File: config.mk
export PLATFORM = sky130hd
export DESIGN_NAME = ctrl_pipe_unit
export DESIGN_NICKNAME = d
export VERILOG_FILES = /design/src/rtl/ctrl_pipe_unit.sv
export SDC_FILE = /design/constraint.sdc
export NUM_CORES = 1
export LEC_CHECK = 0
export CORE_AREA = 2 2 62 58
export DETAILED_ROUTE_END_ITERATION = 16
export DIE_AREA = 0 0 64 60
export PLACE_DENSITY = 0.7
export SYNTH_ARGS = -nofsm -noshare
export SYNTH_HDL_FRONTEND = slang
export SYNTH_SLANG_ARGS = --single-unit
File: constraint.sdc
create_clock -name clk -period 1.7 [get_ports clk]
set_input_delay 0.255 -clock clk [delete_from_list [all_inputs] [get_ports clk]]
set_output_delay 0.255 -clock clk [all_outputs]
set_load 0.005 [all_outputs]
File: src/rtl/ctrl_pipe_unit.sv
// Pipelined control unit: decodes the ID opcode and carries the control bundle through EX, MEM and WB.
// Optional feature macro: CTRL_LOAD_USE_STALL_EN enables internal load-use hazard detection.
module ctrl_pipe_unit #(
    parameter int REG_W = 4,
    parameter int OP_W  = 4
) (
    input  logic             clk,
    input  logic             rst_n,
    input  logic             id_valid,
    input  logic [OP_W-1:0]  id_opcode,
    input  logic [REG_W-1:0] id_rs,
    input  logic [REG_W-1:0] id_rt,
    input  logic [REG_W-1:0] id_rd,
    input  logic             stall_in,
    input  logic             flush,
    output logic             stall_out,
    output logic             ex_valid,
    output logic             ex_alu_src,
    output logic             ex_mem_to_reg,
    output logic             ex_mem_wr,
    output logic             ex_branch,
    output logic             ex_reg_wren,
    output logic [REG_W-1:0] ex_dst,
    output logic             mem_valid,
    output logic             mem_mem_to_reg,
    output logic             mem_mem_wr,
    output logic             mem_reg_wren,
    output logic [REG_W-1:0] mem_dst,
    output logic             wb_valid,
    output logic             wb_mem_to_reg,
    output logic             wb_reg_wren,
    output logic [REG_W-1:0] wb_dst,
    output logic             halted
);

    localparam logic [OP_W-1:0] OP_ADD    = OP_W'(4'h0);
    localparam logic [OP_W-1:0] OP_SUB    = OP_W'(4'h1);
    localparam logic [OP_W-1:0] OP_XOR    = OP_W'(4'h2);
    localparam logic [OP_W-1:0] OP_RED    = OP_W'(4'h3);
    localparam logic [OP_W-1:0] OP_SLL    = OP_W'(4'h4);
    localparam logic [OP_W-1:0] OP_SRA    = OP_W'(4'h5);
    localparam logic [OP_W-1:0] OP_ROR    = OP_W'(4'h6);
    localparam logic [OP_W-1:0] OP_PADDSB = OP_W'(4'h7);
    localparam logic [OP_W-1:0] OP_LW     = OP_W'(4'h8);
    localparam logic [OP_W-1:0] OP_SW     = OP_W'(4'h9);
    localparam logic [OP_W-1:0] OP_LHB    = OP_W'(4'hA);
    localparam logic [OP_W-1:0] OP_LLB    = OP_W'(4'hB);
    localparam logic [OP_W-1:0] OP_B      = OP_W'(4'hC);
    localparam logic [OP_W-1:0] OP_BR     = OP_W'(4'hD);
    localparam logic [OP_W-1:0] OP_PCS    = OP_W'(4'hE);
    localparam logic [OP_W-1:0] OP_HLT    = OP_W'(4'hF);

    logic             dec_alu_class;
    logic             dec_alu_src;
    logic             dec_mem_to_reg;
    logic             dec_mem_wr;
    logic             dec_branch;
    logic             dec_reg_wren;
    logic             dec_halt;
    logic [REG_W-1:0] dec_dst;

    logic             id_live;
    logic             load_use;
    logic             ex_bubble;

    logic             ex_halt;
    logic             mem_halt;
    logic             wb_halt;

    // ID decode: unknown opcodes leave every control bit low.
    always_comb begin
        dec_alu_class  = id_opcode inside {OP_ADD, OP_SUB, OP_XOR, OP_RED,
                                           OP_SLL, OP_SRA, OP_ROR, OP_PADDSB};
        dec_branch     = (id_opcode == OP_B) || (id_opcode == OP_BR);
        dec_mem_to_reg = (id_opcode == OP_LW);
        dec_mem_wr     = (id_opcode == OP_SW);
        dec_alu_src    = id_opcode inside {OP_LW, OP_SW, OP_ROR, OP_SLL,
                                           OP_SRA, OP_LLB, OP_LHB};
        dec_reg_wren   = dec_alu_class || (id_opcode inside {OP_LW, OP_LLB, OP_LHB, OP_PCS});
        dec_dst        = (id_opcode == OP_LW) ? id_rt : id_rd;
        dec_halt       = (id_opcode == OP_HLT);
    end

    // Once halted, nothing new is admitted from ID; older stages keep draining.
    assign id_live = id_valid && !halted;

`ifdef CTRL_LOAD_USE_STALL_EN
    logic rs_used;
    logic rt_used;

    always_comb begin
        rs_used = dec_alu_class || (id_opcode inside {OP_LW, OP_SW, OP_BR});
        rt_used = id_opcode inside {OP_ADD, OP_SUB, OP_XOR, OP_RED, OP_PADDSB, OP_SW};
    end

    // R0 never creates a dependency, so a load targeting it needs no stall.
    assign load_use = ex_valid && ex_mem_to_reg && (ex_dst != '0) && id_live &&
                      ((rs_used && (id_rs == ex_dst)) || (rt_used && (id_rt == ex_dst)));
    assign stall_out = rst_n && (stall_in || (!flush && load_use));
`else
    logic unused_fields;

    assign unused_fields = ^{id_rs, id_rt};
    assign load_use      = 1'b0;
    assign stall_out     = rst_n && stall_in;
`endif

    assign ex_bubble = flush || load_use || !id_live;

    // ID -> EX, EX -> MEM, MEM -> WB stage registers; stall_in freezes all three.
    always_ff @(posedge clk) begin
        if (!rst_n) begin
            ex_valid       <= 1'b0;
            ex_alu_src     <= 1'b0;
            ex_mem_to_reg  <= 1'b0;
            ex_mem_wr      <= 1'b0;
            ex_branch      <= 1'b0;
            ex_reg_wren    <= 1'b0;
            ex_dst         <= '0;
            ex_halt        <= 1'b0;
            mem_valid      <= 1'b0;
            mem_mem_to_reg <= 1'b0;
            mem_mem_wr     <= 1'b0;
            mem_reg_wren   <= 1'b0;
            mem_dst        <= '0;
            mem_halt       <= 1'b0;
            wb_valid       <= 1'b0;
            wb_mem_to_reg  <= 1'b0;
            wb_reg_wren    <= 1'b0;
            wb_dst         <= '0;
            wb_halt        <= 1'b0;
        end else if (!stall_in) begin
            if (ex_bubble) begin
                ex_valid      <= 1'b0;
                ex_alu_src    <= 1'b0;
                ex_mem_to_reg <= 1'b0;
                ex_mem_wr     <= 1'b0;
                ex_branch     <= 1'b0;
                ex_reg_wren   <= 1'b0;
                ex_dst        <= '0;
                ex_halt       <= 1'b0;
            end else begin
                ex_valid      <= 1'b1;
                ex_alu_src    <= dec_alu_src;
                ex_mem_to_reg <= dec_mem_to_reg;
                ex_mem_wr     <= dec_mem_wr;
                ex_branch     <= dec_branch;
                ex_reg_wren   <= dec_reg_wren;
                ex_dst        <= dec_dst;
                ex_halt       <= dec_halt;
            end

            mem_valid      <= ex_valid;
            mem_mem_to_reg <= ex_mem_to_reg;
            mem_mem_wr     <= ex_mem_wr;
            mem_reg_wren   <= ex_reg_wren;
            mem_dst        <= ex_dst;
            mem_halt       <= ex_halt;

            wb_valid       <= mem_valid;
            wb_mem_to_reg  <= mem_mem_to_reg;
            wb_reg_wren    <= mem_reg_wren;
            wb_dst         <= mem_dst;
            wb_halt        <= mem_halt;
        end
    end

    // Sticky halt flag: set the edge after HLT occupies WB, cleared only by reset.
    always_ff @(posedge clk) begin
        if (!rst_n) begin
            halted <= 1'b0;
        end else if (wb_valid && wb_halt) begin
            halted <= 1'b1;
        end
    end

endmodule
==> flow_summary_export.csv <==
group,metric,value,unit
synth,postSynthNetCount,128,
synth,synth-seq-cells,29,
cells_and_area,finalNetCount,179,
cells_and_area,final_area,1730,sq um
timing,grt_setup_unrepaired,"false",
outcome,outcome,"complete, no violations",
critical_path,critPathSlowestCell,"clkdlybuf4s50_1",
critical_path,cpLargestDelayFamily,"buffers and inverters",
critical_path,rrSetupSlack,0.55,ns
timing,slew_viol_final,0,
timing,finalCriticalPeriod,1.51,ns
detailed_routing,drc,0,
grt,grt_overflow,0,
floorplanning,fp.dieW,64,um
hold_path,hold_path_class,"flip-flop to flip-flop",
grt,met2_usage,25.4,%
power_and_ir_drop,p_leak,0.677,nW
detailed_routing,drt_iter0_markers,43,
detailed_routing,wl_per_cell,12.9,um
critical_path,timing.rr.start,"halted",
clocking,cts.clk_slew.worst_paths,0.10,ns
hold_path,whs_path_depth,2,
cells_and_area,area_growth,49.2,%
timing,hold_violations,0,
timing,max_freq,0.664,GHz
clocking,htree_levels,2,
grt,grtUsageTotal,15.2,%
hold_path,min_to,"ex_valid",
clocking,postCtsSetupBuffers,0,
placed_design,port_buffers,43,
critical_path,reg2reg_to,"ex_halt",
synth,ys_warn_count,0,
critical_path,reg2regPathDepth,4,
placed_design,placed_cells,195,
clocking,cts_tree,"built",
grt,first_global_vias,934,
synth,syn_area,1160,sq um
grt,antenna_found_initial,0,
placed_design,gp_congestion,0.702,
critical_path,crit_buf_inv,1,
floorplanning,initial_core_util,35.9,%
synth,yosys.cell_types.count,24,
clocking,ctsHoldBuffers,0,
floorplanning,dieArea,3840,sq um
floorplanning,fp-row-count,20,
floorplanning,die_height,60,um
detailed_routing,routed_via_density,4.57,
timing,hold_ws,0.467,ns
critical_path,critPathMaxFanout,3,
power_and_ir_drop,power.density,762,nW/um^2
critical_path,path_class,"flip-flop to primary output",
grt,grt_start_max_net_pins,21,
cells_and_area,reg_top3,"ex_dst: 4 flops, mem_dst: 4 flops, wb_dst: 4 flops",
critical_path,worst_ep_required_time,1.44,ns
placed_design,hpwl,1970,um
clocking,clock_sinks,29,
timing,relSlewSlack,77.1,%
grt,grt_util_met3,5.84,%
synth,synthCells,107,
clocking,cts_buffers,5,
power_and_ir_drop,max-vdd-ir-drop,496,uV
timing,setup_violations,0,
detailed_routing,num_vias,928,
critical_path,crit_path_max_incr_delay,0.53,ns
floorplanning,num_io_pins,48,
cells_and_area,layoutNonFillerInstCount,203,
detailed_routing,wl,2630,um
detailed_routing,drt_pass1_iterations,4,
critical_path,arrival,1.25,ns
timing,fin_crit_sh,88.6,%
grt,grt_pass1_wl,4230,um
critical_path,cp-end-kind,"primary output",
placed_design,dpl_cell_area,1660,sq um
detailed_routing,postRouteAntennaNets,0,
critical_path,cp-start-kind,"flip-flop",
synth,yosysSeqAreaShare,50.1,%
cells_and_area,n_antenna_cell,0,
clocking,clock_latency,0.33,ns
clocking,cts-root-buf,"clkbuf_4",
grt,grt_busiest_layer,"met2",
clocking,cts_buffer_depth,2,
floorplanning,core_area,3230,sq um
hold_path,hold_path.startpoint,"ex_valid",
timing,tightest_slew,0.343,ns
timing,finalSetupTns,0,ns
job,cap_violations,0,
synth,avgSynthCellArea,10.8,sq um
grt,gr-usage-met1,16.3,%
timing,fin_skew,0.0168,ns
cells_and_area,layout-drive-gt1-share,12.6,%
critical_path,path_cells,"clkdlybuf4s50_1",
[synth_stat cells, drive strengths merged]
| master | number | area share, % |
|---|---|---|
| a21o | 1 | 0.65 |
| a21oi | 2 | 0.86 |
| a22o | 2 | 1.5 |
| a32o | 1 | 0.86 |
| and2 | 2 | 1.3 |
| buf | 3 | 1.8 |
| clkbuf | 2 | 0.65 |
| dfxtp | 29 | 50 |
| inv | 2 | 0.65 |
| maj3 | 1 | 0.86 |
| mux2i | 21 | 18 |
| nand2 | 11 | 3.8 |
| nand2b | 1 | 1.2 |
| nand3 | 1 | 0.43 |
| nor2 | 1 | 0.32 |
| nor2b | 18 | 9.7 |
| nor3 | 1 | 1.4 |
| nor4b | 1 | 2.1 |
| o21ai | 6 | 2.6 |
| o31ai | 1 | 1.1 |
[how the worst max path moves through the flow]
stage                  start         to  slack, ns  cells past startpoint
floorplan           stall_in    ex_halt       0.57                      5
global route          halted     halted       0.14                      1
detailed placement  stall_in    ex_halt     -0.006                      6
finish                halted     halted       0.19                      1
global placement    stall_in  stall_out      0.001                      3
CTS                   halted     halted       0.18                      1
[layer usage]
layer	share of wire, %	routed length [um]	vias to the layer above
li1	-	-	461
met1	43	1140	428
met2	49	1280	32
met3	4.8	125	7
met4	3.1	82	0
met5	0	0	-
[cell families after synthesis]
family | after synthesis | synth area share (%)
AO/OA/AOI/OAI | 13 | 7.56
multiplexers | 21 | 18.1
adder cells (fa/ha/maj) | 1 | 0.864
buffers and inverters | 7 | 3.13
AND/OR/NAND/NOR | 36 | 20.2
flip-flops | 29 | 50.1
[worst min-delay path: stages, from the launching register on]
cell     delay [ns]
dfxtp_1        0.34
nand2_1        0.06
nand2_1        0.04
[through the flow]
stage                     total power [mW]  utilization, %  setup WS [ns]
after CTS                             1.33            53.6          0.177
final                                 1.32            53.6          0.193
after global routing                  1.38            53.6          0.143
after global placement               0.846            51.4        0.00123
after floorplan                      0.769               -          0.570
after detailed placement             0.850            51.4       -0.00569
[layout by cell type (no fill, tap or decap), drive strengths merged, types with 2 or more instances in the layout]
cell / n
a21oi: 2
a22o: 2
and2: 2
buf: 6
clkbuf: 7
clkdlybuf4s50: 42
dfxtp: 29
inv: 2
mux2i: 21
nand2: 11
nor2b: 18
o21ai: 6
[what timing repair did]
action,in CTS,in global routing
gates resized for setup,1,0
endpoints found under the hold margin,0,0
endpoints found under the setup margin,1,0
[cell type report]
| cell class | count | area [sq um] |
|---|---|---|
| clock buffers | 7 | 65.1 |
| clock inverters | 1 | 5.00 |
| fillers | 301 | 1500 |
| inverters | 2 | 7.51 |
| multi-input cells | 71 | 542 |
| flip-flops and latches | 29 | 581 |
| well taps | 44 | 55.1 |
| repair buffers | 49 | 474 |
[power breakdown]
group          internal [mW]  leakage (nW)  switching [mW]  total [mW]
logic                 0.0845         0.402          0.0550       0.139
registers              0.687         0.234         0.00589       0.693
clock network          0.239        0.0413           0.246       0.486
total                   1.01         0.677           0.307        1.32
No activity file was read; power rests on OpenSTA's default activity.
